<file path="config.mk">
export PLATFORM = sky130hd
export DESIGN_NAME = tcp_tx_flow_sched_flat
export DESIGN_NICKNAME = d
export VERILOG_FILES = /design/src/rtl/tcp_pkg.sv /design/src/rtl/tcp_tx_flow_sched_if.sv /design/src/rtl/tcp_tx_sched_fifo.sv /design/src/rtl/tcp_tx_flow_sched.sv /design/src/flat_wrapper.sv
export SDC_FILE = /design/constraint.sdc
export NUM_CORES = 1
export LEC_CHECK = 0
export CORE_ASPECT_RATIO = 1.1
export CORE_MARGIN = 10
export CORE_UTILIZATION = 47
export CTS_CLUSTER_DIAMETER = 60
export DETAILED_ROUTE_END_ITERATION = 7
export PLACE_DENSITY = 0.67
export SLEW_MARGIN = 20
export SYNTH_ARGS = -nofsm -noshare
export SYNTH_HDL_FRONTEND = slang
export SYNTH_HIERARCHICAL = 1
export SYNTH_SLANG_ARGS = --single-unit
</file>
<file path="constraint.sdc">
create_clock -name clk -period 4.27 [get_ports clk]
set_input_delay 0.854 -clock clk [delete_from_list [all_inputs] [get_ports clk]]
set_output_delay 0.854 -clock clk [all_outputs]
set_load 0.1 [all_outputs]
</file>
<file path="src/rtl/tcp_pkg.sv">
// rtl/tcp_pkg.sv - shared widths and scheduler state type for the TCP TX flow scheduler
package tcp_pkg;

  localparam int FLOWID_W  = 4;
  localparam int NUM_FLOWS = 1 << FLOWID_W;

  typedef enum logic {
    DISPATCH    = 1'b0,
    WAIT_UPDATE = 1'b1
  } sched_state_e;

endpackage

</file>
<file path="src/rtl/tcp_tx_flow_sched_if.sv">
// rtl/tcp_tx_flow_sched_if.sv - kick, dispatch and update handshakes of the TX flow scheduler
interface tcp_tx_flow_sched_if;
  import tcp_pkg::*;

  logic                app_sched_kick_val;
  logic [FLOWID_W-1:0] app_sched_kick_flowid;
  logic                sched_app_kick_rdy;
  logic                rx_sched_kick_val;
  logic [FLOWID_W-1:0] rx_sched_kick_flowid;
  logic                sched_rx_kick_rdy;
  logic                sched_tx_req_val;
  logic [FLOWID_W-1:0] sched_tx_req_flowid;
  logic                sched_tx_req_rdy;
  logic                sched_tx_update_val;
  logic [FLOWID_W-1:0] sched_tx_update_flowid;
  logic                sched_tx_update_requeue;
  logic                sched_tx_update_rdy;

  modport master (
    input  app_sched_kick_val, app_sched_kick_flowid,
    input  rx_sched_kick_val, rx_sched_kick_flowid,
    input  sched_tx_req_rdy,
    input  sched_tx_update_val, sched_tx_update_flowid, sched_tx_update_requeue,
    output sched_app_kick_rdy, sched_rx_kick_rdy,
    output sched_tx_req_val, sched_tx_req_flowid,
    output sched_tx_update_rdy
  );

  modport slave (
    output app_sched_kick_val, app_sched_kick_flowid,
    output rx_sched_kick_val, rx_sched_kick_flowid,
    output sched_tx_req_rdy,
    output sched_tx_update_val, sched_tx_update_flowid, sched_tx_update_requeue,
    input  sched_app_kick_rdy, sched_rx_kick_rdy,
    input  sched_tx_req_val, sched_tx_req_flowid,
    input  sched_tx_update_rdy
  );

endinterface

</file>
<file path="src/rtl/tcp_tx_sched_fifo.sv">
// rtl/tcp_tx_sched_fifo.sv - circular flow-ID FIFO with combinational head read
module tcp_tx_sched_fifo #(
  parameter int DATA_W = 4,
  parameter int ADDR_W = 4
) (
  input  logic              clk,
  input  logic              rst,
  input  logic              i_push,
  input  logic [DATA_W-1:0] i_push_data,
  input  logic              i_pop,
  output logic [DATA_W-1:0] o_head,
  output logic [ADDR_W:0]   o_count
);

  localparam int DEPTH = 1 << ADDR_W;

  logic [DATA_W-1:0] r_mem [DEPTH];
  logic [ADDR_W-1:0] r_rd_ptr;
  logic [ADDR_W-1:0] r_wr_ptr;
  logic [ADDR_W:0]   r_count;

  always_ff @(posedge clk) begin
    if (i_push) r_mem[r_wr_ptr] <= i_push_data;
  end

  // Pointers wrap naturally at DEPTH because they are exactly ADDR_W bits wide.
  always_ff @(posedge clk) begin
    if (rst) begin
      r_rd_ptr <= '0;
      r_wr_ptr <= '0;
      r_count  <= '0;
    end else begin
      if (i_push) r_wr_ptr <= r_wr_ptr + 1'b1;
      if (i_pop)  r_rd_ptr <= r_rd_ptr + 1'b1;
      case ({i_push, i_pop})
        2'b10:   r_count <= r_count + 1'b1;
        2'b01:   r_count <= r_count - 1'b1;
        default: r_count <= r_count;
      endcase
    end
  end

  assign o_head  = r_mem[r_rd_ptr];
  assign o_count = r_count;

endmodule

</file>
<file path="src/rtl/tcp_tx_flow_sched.sv">
// rtl/tcp_tx_flow_sched.sv - per-flow kick dedup, round-robin kick arbitration and one-at-a-time dispatch
// Optional statistics counters are enabled with TCP_TX_SCHED_STATS_EN.
module tcp_tx_flow_sched
  import tcp_pkg::*;
(
  input  logic clk,
  input  logic rst,
  tcp_tx_flow_sched_if.master bus
`ifdef TCP_TX_SCHED_STATS_EN
  ,
  output logic [31:0] sched_stat_dispatch_cnt,
  output logic [31:0] sched_stat_dedup_cnt,
  output logic [31:0] sched_stat_requeue_cnt
`endif
);

  sched_state_e         r_state;
  logic [FLOWID_W-1:0]  r_inflight;
  logic [NUM_FLOWS-1:0] r_queued;
  logic [NUM_FLOWS-1:0] r_rekick;
  logic                 r_rr;

  logic [FLOWID_W-1:0] w_head;
  logic [FLOWID_W:0]   w_count;
  logic                w_in_wait, w_upd_fire, w_requeue_now, w_upd_push, w_kick_stall;
  logic                w_app_req, w_rx_req, w_grant_app, w_grant_rx, w_kick_fire;
  logic [FLOWID_W-1:0] w_kick_flow, w_push_data;
  logic                w_kick_new, w_kick_rekick, w_kick_dup;
  logic                w_req_val, w_pop, w_push;

  assign w_in_wait     = (r_state == WAIT_UPDATE);
  assign w_upd_fire    = !rst && w_in_wait && bus.sched_tx_update_val;
  assign w_requeue_now = bus.sched_tx_update_requeue | r_rekick[r_inflight];
  assign w_upd_push    = w_upd_fire && w_requeue_now;
  // Kicks wait out the update cycle so a kick racing the queued-bit clear becomes a single push.
  assign w_kick_stall  = rst || (w_in_wait && bus.sched_tx_update_val);

  assign w_app_req   = bus.app_sched_kick_val && !w_kick_stall;
  assign w_rx_req    = bus.rx_sched_kick_val && !w_kick_stall;
  assign w_grant_app = w_app_req && (!w_rx_req || !r_rr);
  assign w_grant_rx  = w_rx_req && (!w_app_req || r_rr);
  assign w_kick_fire = w_grant_app || w_grant_rx;
  assign w_kick_flow = w_grant_app ? bus.app_sched_kick_flowid : bus.rx_sched_kick_flowid;

  assign w_kick_new    = w_kick_fire && !r_queued[w_kick_flow];
  assign w_kick_dup    = w_kick_fire && r_queued[w_kick_flow];
  assign w_kick_rekick = w_kick_dup && w_in_wait && (w_kick_flow == r_inflight);

  assign w_req_val   = !rst && !w_in_wait && (w_count != '0);
  assign w_pop       = w_req_val && bus.sched_tx_req_rdy;
  assign w_push      = w_upd_push || w_kick_new;
  assign w_push_data = w_upd_push ? r_inflight : w_kick_flow;

  assign bus.sched_app_kick_rdy  = w_grant_app;
  assign bus.sched_rx_kick_rdy   = w_grant_rx;
  assign bus.sched_tx_req_val    = w_req_val;
  assign bus.sched_tx_req_flowid = w_head;
  assign bus.sched_tx_update_rdy = !rst && w_in_wait;

  tcp_tx_sched_fifo #(
    .DATA_W (FLOWID_W),
    .ADDR_W (FLOWID_W)
  ) u_fifo (
    .clk         (clk),
    .rst         (rst),
    .i_push      (w_push),
    .i_push_data (w_push_data),
    .i_pop       (w_pop),
    .o_head      (w_head),
    .o_count     (w_count)
  );

  always_ff @(posedge clk) begin
    if (rst) begin
      r_state    <= DISPATCH;
      r_inflight <= '0;
      r_queued   <= '0;
      r_rekick   <= '0;
      r_rr       <= 1'b0;
    end else begin
      if ((!r_rr && w_grant_app) || (r_rr && w_grant_rx)) r_rr <= !r_rr;
      if (w_kick_new)    r_queued[w_kick_flow] <= 1'b1;
      if (w_kick_rekick) r_rekick[w_kick_flow] <= 1'b1;
      case (r_state)
        DISPATCH: begin
          if (w_pop) begin
            r_inflight <= w_head;
            r_state    <= WAIT_UPDATE;
          end
        end
        WAIT_UPDATE: begin
          if (w_upd_fire) begin
            if (!w_requeue_now) r_queued[r_inflight] <= 1'b0;
            r_rekick[r_inflight] <= 1'b0;
            r_state <= DISPATCH;
          end
        end
        default: r_state <= DISPATCH;
      endcase
    end
  end

  a_update_flow: assert property (@(posedge clk) disable iff (rst)
    (w_in_wait && bus.sched_tx_update_val) |-> (bus.sched_tx_update_flowid == r_inflight));

`ifdef TCP_TX_SCHED_STATS_EN
  logic [31:0] r_stat_dispatch, r_stat_dedup, r_stat_requeue;

  always_ff @(posedge clk) begin
    if (rst) begin
      r_stat_dispatch <= '0;
      r_stat_dedup    <= '0;
      r_stat_requeue  <= '0;
    end else begin
      if (w_pop)      r_stat_dispatch <= r_stat_dispatch + 32'd1;
      if (w_kick_dup) r_stat_dedup    <= r_stat_dedup + 32'd1;
      if (w_upd_push) r_stat_requeue  <= r_stat_requeue + 32'd1;
    end
  end

  assign sched_stat_dispatch_cnt = r_stat_dispatch;
  assign sched_stat_dedup_cnt    = r_stat_dedup;
  assign sched_stat_requeue_cnt  = r_stat_requeue;
`endif

endmodule

</file>
<file path="src/flat_wrapper.sv">
// flat-port wrapper written by rule: the top's interface ports become plain ports
module tcp_tx_flow_sched_flat import tcp_pkg::*;
  (clk, rst, bus_app_sched_kick_val, bus_app_sched_kick_flowid, bus_rx_sched_kick_val, bus_rx_sched_kick_flowid, bus_sched_tx_req_rdy, bus_sched_tx_update_val, bus_sched_tx_update_flowid, bus_sched_tx_update_requeue, bus_sched_app_kick_rdy, bus_sched_rx_kick_rdy, bus_sched_tx_req_val, bus_sched_tx_req_flowid, bus_sched_tx_update_rdy);
  tcp_tx_flow_sched_if bus_i ();
  input  logic clk;
  input  logic rst;
  input wire logic [$bits(bus_i.app_sched_kick_val)-1:0] bus_app_sched_kick_val;
  input wire logic [$bits(bus_i.app_sched_kick_flowid)-1:0] bus_app_sched_kick_flowid;
  input wire logic [$bits(bus_i.rx_sched_kick_val)-1:0] bus_rx_sched_kick_val;
  input wire logic [$bits(bus_i.rx_sched_kick_flowid)-1:0] bus_rx_sched_kick_flowid;
  input wire logic [$bits(bus_i.sched_tx_req_rdy)-1:0] bus_sched_tx_req_rdy;
  input wire logic [$bits(bus_i.sched_tx_update_val)-1:0] bus_sched_tx_update_val;
  input wire logic [$bits(bus_i.sched_tx_update_flowid)-1:0] bus_sched_tx_update_flowid;
  input wire logic [$bits(bus_i.sched_tx_update_requeue)-1:0] bus_sched_tx_update_requeue;
  output wire logic [$bits(bus_i.sched_app_kick_rdy)-1:0] bus_sched_app_kick_rdy;
  output wire logic [$bits(bus_i.sched_rx_kick_rdy)-1:0] bus_sched_rx_kick_rdy;
  output wire logic [$bits(bus_i.sched_tx_req_val)-1:0] bus_sched_tx_req_val;
  output wire logic [$bits(bus_i.sched_tx_req_flowid)-1:0] bus_sched_tx_req_flowid;
  output wire logic [$bits(bus_i.sched_tx_update_rdy)-1:0] bus_sched_tx_update_rdy;
  assign bus_i.app_sched_kick_val = bus_app_sched_kick_val;
  assign bus_i.app_sched_kick_flowid = bus_app_sched_kick_flowid;
  assign bus_i.rx_sched_kick_val = bus_rx_sched_kick_val;
  assign bus_i.rx_sched_kick_flowid = bus_rx_sched_kick_flowid;
  assign bus_i.sched_tx_req_rdy = bus_sched_tx_req_rdy;
  assign bus_i.sched_tx_update_val = bus_sched_tx_update_val;
  assign bus_i.sched_tx_update_flowid = bus_sched_tx_update_flowid;
  assign bus_i.sched_tx_update_requeue = bus_sched_tx_update_requeue;
  assign bus_sched_app_kick_rdy = bus_i.sched_app_kick_rdy;
  assign bus_sched_rx_kick_rdy = bus_i.sched_rx_kick_rdy;
  assign bus_sched_tx_req_val = bus_i.sched_tx_req_val;
  assign bus_sched_tx_req_flowid = bus_i.sched_tx_req_flowid;
  assign bus_sched_tx_update_rdy = bus_i.sched_tx_update_rdy;
  tcp_tx_flow_sched u_core (.clk(clk), .rst(rst), .bus(bus_i));
endmodule
</file>
Word level (Yosys, flattened, before mapping)
Memory sizes are Yosys's and may differ from the RTL's. A register that Yosys moved wholly into a read port is not among the register bits.
Cells that the tools add are included.
Cells by class
  add/sub/neg operators: 4
  magnitude comparators: 4
  equality and inequality tests: 3
  multiplexer cells: 27
  bitwise gates (word level): 7
  reductions and logical operators: 35
Operators with widths (number)
  16-bit two-way mux: 9
  16-bit bitwise AND: 2
  16-bit bitwise OR: 2
  1-bit logical AND: 19
  4-bit two-way mux: 4
  16-bit NOT: 1
  4-bit by 5-bit less-than comparator with 1-bit output, second input constant: 2
  5-bit case mux with 2 select lines: 1
  4-bit by 1-bit adder with 4-bit output, second input constant: 2
  1-bit binary-select mux with 4-bit select: 2
  1-bit demux with 4-bit select: 2
  4-bit by 1-bit >= comparator with 1-bit output, second input constant: 2
  1-bit two-way mux: 8
  1-bit logical NOT: 7
  1-bit logical OR: 6
  5-bit by 1-bit adder with 5-bit output, second input constant: 1
  5-bit nonzero test: 1
  5-bit by 1-bit subtractor with 5-bit output, second input constant: 1
  4-bit == test: 1
  2-bit by 1-bit == test with 1-bit output, second input constant: 1
  2-bit == test, second input constant: 1
  1-bit case mux with 2 select lines: 1
  2-bit AND reduction: 1
  2-bit nonzero test: 1
  other kinds (2): 2
Storage, ports and cells
  flip-flop bits (word level): 51
  RAM bits: 64
  bits of input ports: 19
  output and inout port bits: 8
  logic and storage cells: 89
  memories kept: 1
Memory list
  u_core.u_fifo.r_mem: words 16, bits a word 4, rd ports 1, clocked after memory_dff 1, wr ports 1, line tcp_tx_sched_fifo.sv:17  | logic [DATA_W-1:0] r_mem [DEPTH];

Depth between registers and ports, before layout
Gate-level depths: netlist of run 1.
  depth after elaboration: 19
  depth in mapped cells: 18
  gate-level depth less buffers: 15

By module
The synthesis of run 1 kept the hierarchy.
By module, submodules not included
  tcp_tx_sched_fifo: instances 1, cells each 207, area each 3418.3 sq um, sequential area each 2262.2 sq um
  tcp_tx_flow_sched: instances 1, cells each 320, area each 2630.0 sq um, sequential area each 760.7 sq um

Worst setup path after synthesis of run 1
Ideal clock, no wire load.
  kind: input -> register
  start: input port rst
  end: register u_core.u_fifo.r_count[4], in the netlist u_core/u_fifo/o_count[4]
  library setup time: 0.121 ns
  arrival: 5.478 ns
  data required time: 4.149 ns
  slack: -1.329 ns
  cell stages on the path: 11
  path buffers: 2
  cell sequence: clkbuf_1 a211oi_1 nand2_1 inv_1 ha_1 buf_2 xor2_1 ha_1 a31oi_1 o31ai_1 mux2_2
Between the ends
  elaborated cells on any way between the ends: 28
  classes of those cells: eq/ne (2); mux (4); reduce/logical (22)
RTL lines
  from (decl): line flat_wrapper.sv:6  | input logic rst;
  1-bit logical NOT (*): line tcp_tx_flow_sched.sv:49  | assign w_req_val = !rst && !w_in_wait && (w_count != '0);
  1-bit logical AND (*) (2 in series): line tcp_tx_flow_sched.sv:49
  via bus_sched_tx_req_val: line flat_wrapper.sv:17  | output wire logic [$bits(bus_i.sched_tx_req_val)-1:0] bus_sched_tx_req_val;
  1-bit logical AND (*): line tcp_tx_flow_sched.sv:50  | assign w_pop = w_req_val && bus.sched_tx_req_rdy;
  via u_core.w_pop: line tcp_tx_flow_sched.sv:29  | logic w_req_val, w_pop, w_push;
  2-bit by 1-bit == test with 1-bit output or 2-bit == test (tied branches): line tcp_tx_sched_fifo.sv:35  | case ({i_push, i_pop})
  5-bit case mux with 2 select lines or 2-bit nonzero test (tied branches)
  to (signal assigned): line tcp_tx_sched_fifo.sv:36  | 2'b10: r_count <= r_count + 1'b1;
  to (signal assigned): line tcp_tx_sched_fifo.sv:37  | 2'b01: r_count <= r_count - 1'b1;
  to (signal assigned): line tcp_tx_sched_fifo.sv:38  | default: r_count <= r_count;
  to (decl): line tcp_tx_sched_fifo.sv:20  | logic [ADDR_W:0] r_count;
The timed path passes the listed nets; every way through them passes the cells marked *. The select of a mux whose other input is x is not followed.
A chain may end at the register's enable or synchronous reset.

Final worst setup path of run 1
  start: input port bus_rx_sched_kick_val
  end: register u_core.u_fifo.r_count[4], in the netlist u_core/u_fifo/o_count[4]
Between the ends
  cells in the longest elaborated chain, start to end: 12
  elaborated cells on any way between the ends: 16
  classes of those cells: eq/ne (2); mux (4); reduce/logical (10)
RTL lines
  from (decl): line flat_wrapper.sv:9  | input wire logic [$bits(bus_i.rx_sched_kick_val)-1:0] bus_rx_sched_kick_val;
  1-bit logical AND (*): line tcp_tx_flow_sched.sv:39  | assign w_rx_req = bus.rx_sched_kick_val && !w_kick_stall;
  1-bit logical NOT: line tcp_tx_flow_sched.sv:40  | assign w_grant_app = w_app_req && (!w_rx_req || !r_rr);
  1-bit logical OR: line tcp_tx_flow_sched.sv:40
  1-bit logical AND: line tcp_tx_flow_sched.sv:40
  4-bit two-way mux: line tcp_tx_flow_sched.sv:43  | assign w_kick_flow = w_grant_app ? bus.app_sched_kick_flowid : bus.rx_sched_kick_flowid;
  1-bit binary-select mux with 4-bit select: line tcp_tx_flow_sched.sv:45  | assign w_kick_new = w_kick_fire && !r_queued[w_kick_flow];
  1-bit two-way mux (implied by the code): line tcp_tx_flow_sched.sv:45
  1-bit logical NOT: line tcp_tx_flow_sched.sv:45
  1-bit logical AND (*): line tcp_tx_flow_sched.sv:45
  1-bit logical OR (*): line tcp_tx_flow_sched.sv:51  | assign w_push = w_upd_push || w_kick_new;
  via u_core.w_push: line tcp_tx_flow_sched.sv:29
  2-bit by 1-bit == test with 1-bit output or 2-bit == test (tied branches): line tcp_tx_sched_fifo.sv:35
  5-bit case mux with 2 select lines or 2-bit nonzero test (tied branches)
Marks and branches as above.

==> results.tsv, run 1 <==
metric	value	unit
status	finished, final reports clean	
r2r_end	u_core/u_fifo/o_count[4]	
grt_usage	0.1655	
layout_common_cells	edfxtp_1, dfxtp_1, nand2_1, nor2_1, buf_4	
antennaDiodeCount	0	
setup_viol	0	
grt_pass1_vias	4647	
grt_max_degree	35	
fp-row-count	43	
dieHeight	139.0	µm
syn_inst	527	
area_delta_synth_final	21.76	%
cts_buffer_depth	2	
drc_errors	0	
cts.sinks	119	
synth_cell_types	66	
slowest_stage	clkdlybuf4s50_1	
antenna_left	0	
cts_tree	yes	
first_iter_violations	469	
maxSlewHeadroom	0.4098	
critPathMostFrequentCell	ha_1	
top_layer	met4	
yosysWarnings	6	
port-buffer-count	22	
wl_met3	602	µm
crit_chain	clkdlybuf4s50_1, a21boi_4, buf_4, and4_1, a31oi_2, a41oi_2, a2111o_1, o21ai_2, inv_1, ha_1, xor2_1, ha_1, nor3_1, o211ai_1, o31ai_1, mux2_2	
hold_start	u_core/r_rekick[4]	
synth-async-reset-ratio	0	
wirelength	14680	µm
regToRegStartpoint	u_core/r_inflight[0]	
cts-buffers-inserted	17	
clkTransAtPathRegs	0.05	ns
hold_violations	0	
tightest_slew	0.8841	ns
dr.pass1.iters	5	
mappedNetlistArea	0.006048	mm²
clkLatencyLatePin	0.41	ns
grt-ovfl-total	0	
maxCapViolations	0	
min_to	u_core/r_rekick[4]	
fmax	0.2460	GHz
h-tree-depth	4	
synth_top_cell_by_area	edfxtp_1	
dpl_cell_area	0.006721	mm²
ir_drop	0.0003750	V
route.met2.wl	7838	µm
worst_ep_required_time	4.56	ns
cp_num_buf_inv	3	
drv_slew	0	
yosys-top-cells-area	edfxtp_1, dfxtp_1, mux4_1	
whs_path_depth	2	
rsz0062_at_grt	false	
p_per_area	473.9	mW/mm²
num_io_pins	27	
drive_gt1_frac	0.2020	
slowest_delay	0.53	ns
dieArea	0.01781	mm²
place_congestion	0.8355	
r2r_cells	11	
skew	0.01068	ns
power_leakage	2.587	nW
wl_per_cell	19.41	µm
finalSetupTns	0	ns
worst-r2r-setup-slack	0.61	ns
syn_area_per_cell	11.48	µm²
wl_met1	5880	µm
start_util	0.4804	
grt_pass1_wl	23530	µm
critPathArrivalTime	4.36	ns
fin_crit	4.064	ns
final_nets	614	
critPathLaunchType	input port	
fp.dieW	128.2	µm
cts-root-buf	clkbuf_16	
dp_hpwl	10380	µm
min_path_type	register to register	
syn-num-nets	555	
core-area	0.01259	mm²
hold_buffers	0	
synthFlopType	edfxtp_1	
viasPerCell	6.007	
period_share	0.9519	
post_cts_buffers	0	
path_class	input port to register	
layout_commonest_cell	edfxtp_1	
crit_family	compound AO/OA/AOI/OAI gates	
antenna_found_initial	0	
yosysTopAreaCellShare	0.3177	
final_area	0.007365	mm²
endpoint_kind	register	
via_count	4541	
synth_edf_count	64	
ys_ff_latch	119	
cp_max_fo	12	
synth.yosys.seq_area_share	0.4998	
stage by stage:
| step | worst slack (ns) | cells | utilization | total power, W | hold WS (ns) |
|---|---|---|---|---|---|
| floorplan | 0.001772 | 527 | - | 0.001823 | 0.4370 |
| CTS | 0.03593 | 756 | 0.5818 | 0.003502 | 0.4848 |
| finish | 0.2055 | 756 | 0.5850 | 0.003490 | 0.4842 |
| global route | 0.008185 | 756 | 0.5850 | 0.003621 | 0.4999 |
| detailed placement | -0.3254 | 724 | 0.5339 | 0.002054 | 0.4718 |
| global placement | -0.2362 | 723 | 0.5330 | 0.002037 | 0.4589 |
worst reg2reg max path, cell delays in order, from the launching register on:
cell     delay (ns)
dfxtp_1        0.60
mux4_2         0.60
mux4_2         0.50
o21ai_1        0.27
o21ai_2        0.12
inv_1          0.09
ha_1           0.23
xor2_1         0.16
ha_1           0.20
a31oi_1        0.12
o31ai_1        0.28
mux2_2         0.37
per-layer routing:
metal | track usage | up-vias
li1 | - | 2157
met1 | 0.1816 | 2229
met2 | 0.2975 | 125
met3 | 0.03709 | 30
met4 | 0.06702 | 0
met5 | 0 | -
cell usage after synthesis, types with 9 or more instances:
cell type,n
and4_1,12
xor2_1,10
o21ai_0,12
o211ai_1,11
or3_1,9
a31oi_1,14
ha_1,9
dfxtp_1,55
nand3_1,18
and2_1,18
nor2_1,49
mux4_1,16
o31ai_1,14
edfxtp_1,64
a21oi_1,12
o31ai_2,10
nand2_1,54
clkbuf_1,13
where the power goes:
part / internal, W / switching (W)
logic: 0.000269 / 0.000429
registers: 0.00127 / 0.0000772
clock network: 0.000926 / 0.000524
total: 0.00246 / 0.00103
kinds of logic after synthesis:
group,after synthesis,share of synthesized area
xor gates and xnor gates,13,0.01883
adders and majority gates,9,0.01862
buffers and inverters,36,0.03144
muxes,33,0.1090
AOI/OAI and AO/OA,109,0.1425
and+or+nand+nor,208,0.1798
DFF,119,0.4998
cell type report:
type	count	area, µm²
sequential	119	3023
timing repair buffer	66	601.8
clock buffer	19	432.9
multi-input combinational	372	2890
clock inverter	13	170.2
inverter	10	50.05
tap	157	196.4
fill	1041	5225
state kept, by name (all words and copies together) (netlist names), named ones only:
signal / cells
u_core/r_rekick: 16
u_core/u_fifo/o_count: 5
u_core/u_fifo/r_rd_ptr: 4
u_core/r_rr: 1
u_core/u_fifo/r_mem: 64
u_core/u_fifo/r_wr_ptr: 4
u_core/r_queued: 16
u_core/r_inflight: 4
u_core/r_state: 1
repair_timing:
| action | in CTS | in global routing |
|---|---|---|
| gates resized for setup | 0 | 10 |
| setup endpoints to repair | 0 | 2 |
| hold endpoints to repair | 0 | 0 |
worst max path at each step:
stage,start,endpoint,cells past startpoint
2_1_floorplan,bus_app_sched_kick_val,u_core/u_fifo/o_count[4],18
3_3_place_gp,bus_sched_tx_update_val,u_core/u_fifo/o_count[4],15
3_5_place_dp,rst,u_core/u_fifo/o_count[4],15
4_1_cts,rst,u_core/u_fifo/o_count[4],15
5_1_grt,bus_app_sched_kick_val,u_core/u_fifo/o_count[4],15
6_report,bus_rx_sched_kick_val,u_core/u_fifo/o_count[4],16
Power figures use the tool's default switching activity.
==> run 2, diff against run 1 <==
DONT_BUFFER_PORTS = 1   (was not set)
GPL_TIMING_DRIVEN = 1   (was not set)
PLACE_DENSITY = not set   (was 0.67)
==> run 2 against run 1 <==
Compared with the run above:
- final cell count fell by 5.0%
- non-clock buffer count fell by 38
- sequential share of layout area up 2.4 points
- combinational power is 11% lower
- count of clock-buffer cells in the layout fell by 1
- total power shrank 1.2%
- via count down 5.3%
- design area fell by 5.4%
- first-iteration DRC count decreased by 39%
- clock power increased by 3%
- setup slack improved by 0.20 ns
- largest cell class unchanged
==> results.tsv, run 2 (same netlist as run 1, synthesis figures left out) <==
metric	value	unit	change
status	finished, final reports clean		unchanged
ir_drop	0.0005100	V	was 0.0003750 V
drc_errors	0		unchanged
dieHeight	139.0	µm	unchanged
regToRegStartpoint	u_core/r_state		was u_core/r_inflight[0]
cp_max_fo	16		was 12
cts-buffers-inserted	17		unchanged
min_path_type	register to register		unchanged
cts.sinks	119		unchanged
drv_slew	0		unchanged
setup_viol	0		unchanged
place_congestion	0.8730		was 0.8355
dieArea	0.01781	mm²	unchanged
dp_hpwl	10090	µm	was 10380 µm
port-buffer-count	0		was 22
core-area	0.01259	mm²	unchanged
fp-row-count	43		unchanged
fillerInstances	1080		was 1041
regMostFlops	u_core/u_fifo/r_mem		unchanged
cts_tree	yes		unchanged
grt_usage	0.1613		was 0.1655
grt-ovfl-total	0		unchanged
maxSlewHeadroom	0.3516		was 0.4098
largest_reg_flops	64		unchanged
layout_commonest_cell	edfxtp_1		unchanged
finalSetupTns	0	ns	unchanged
power_leakage	2.385	nW	was 2.587 nW
final_util	0.5533		was 0.5850
antennaDiodeCount	0		unchanged
clkTransAtPathRegs	0.06	ns	was 0.05 ns
dr.pass1.iters	7		was 5
hold_violations	0		unchanged
path_class	input port to register		unchanged
h-tree-depth	4		unchanged
antenna_left	0		unchanged
cts-root-buf	clkbuf_16		unchanged
viasPerCell	5.992		was 6.007
p_per_area	495.0	mW/mm²	was 473.9 mW/mm²
hold_start	u_core/r_queued[11]		was u_core/r_rekick[4]
ctsResizeCount	0		unchanged
cts_buffer_depth	2		unchanged
area_delta_synth_final	15.16	%	was 21.76%
grt_pass1_vias	4286		was 4647
dpl_cell_area	0.006337	mm²	was 0.006721 mm²
critPathLaunchType	input port		unchanged
fin_crit	3.867	ns	was 4.064 ns
regArea	0.003023	mm²	unchanged
start_util	0.4804		unchanged
final_nets	576		was 614
wirelength	14150	µm	was 14680 µm
fp.dieW	128.2	µm	unchanged
layout_common_cells	edfxtp_1, dfxtp_1, nand2_1, nor2_1, buf_4		unchanged
skew	0.005972	ns	was 0.01068 ns
num_io_pins	27		unchanged
wl_per_cell	19.71	µm	was 19.41 µm
reg.largest.list	u_core/u_fifo/r_mem: 64 flops, u_core/r_queued: 16 flops, u_core/r_rekick: 16 flops		unchanged
clkLatencyLatePin	0.41	ns	about the same
grt_max_degree	35		unchanged
antenna_found_initial	0		unchanged
worst-r2r-setup-slack	0.41	ns	was 0.61 ns
fmax	0.2586	GHz	was 0.2460 GHz
worst_ep_required_time	4.57	ns	was 4.56 ns
hold_buffers	0		unchanged
tightest_slew	0.9703	ns	was 0.8841 ns
via_count	4302		was 4541
drive_gt1_frac	0.1658		was 0.2020
critPathArrivalTime	4.17	ns	was 4.36 ns
grt_pass1_wl	22620	µm	was 23530 µm
final_area	0.006965	mm²	was 0.007365 mm²
holdWs	0.4765	ns	was 0.4842 ns
rsz0062_at_grt	false		unchanged
multiInputGateArea	0.002858	mm²	was 0.002890 mm²
first_iter_violations	288		was 469
period_share	0.9057		was 0.9519
post_cts_buffers	0		unchanged
worstSetupStartpoint	bus_app_sched_kick_val		was bus_rx_sched_kick_val
endpoint_kind	register		unchanged
maxCapViolations	0		unchanged
==> run 2: path summary, 6_finish.rpt <==
path                                                 end  cells past startpoint
worst max-delay path            u_core/u_fifo/o_count[4]                     15
worst min-delay path                 u_core/r_queued[11]                      2
worst max register to register  u_core/u_fifo/o_count[4]                     15
worst min register to register       u_core/r_queued[11]                      2
==> run 2: critical path, cell delays in order <==
cell and delay (ns):
a21boi_4 0.18, buf_4 0.23, a21oi_2 0.12, o21ai_0 0.20, a41oi_2 0.17, a2111o_1 0.47, o21ai_0 0.34, inv_1 0.19
ha_1 0.28, xor2_1 0.16, ha_1 0.23, nor3_1 0.17, o211ai_1 0.13, o31ai_1 0.09, mux2_2 0.36
==> run 2: cell type report <==
class,instances,share of cell area
clock buffers,18,0.06161
clock inverters,14,0.02856
inverters,10,0.007185
multi-input cells,372,0.4103
flip-flops and latches,119,0.4340
well taps,157,0.02820
repair buffers,28,0.03018
==> run 2: stage by stage <==
stage,power (W),instances,worst slack (ns)
final,0.003448,718,0.4029
after global routing,0.003579,718,0.1258
after CTS,0.003476,718,0.4057
after detailed placement,0.001977,686,0.02466
after global placement,0.001965,686,0.08780
after floorplan,0.001823,527,0.001772
==> run 2: metal layers <==
layer | routed length [µm] | global-route usage
met5 | 0 | 0
met4 | 442 | 0.07058
met3 | 515 | 0.04665
met2 | 7477 | 0.2765
met1 | 5714 | 0.1800
==> run 2: power by group <==
group / total, W / switching [W] / internal (W)
registers: 0.00133 / 0.0000680 / 0.00127
logic: 0.000620 / 0.000411 / 0.000208
clock network: 0.00150 / 0.000514 / 0.000981
total: 0.00345 / 0.000994 / 0.00245
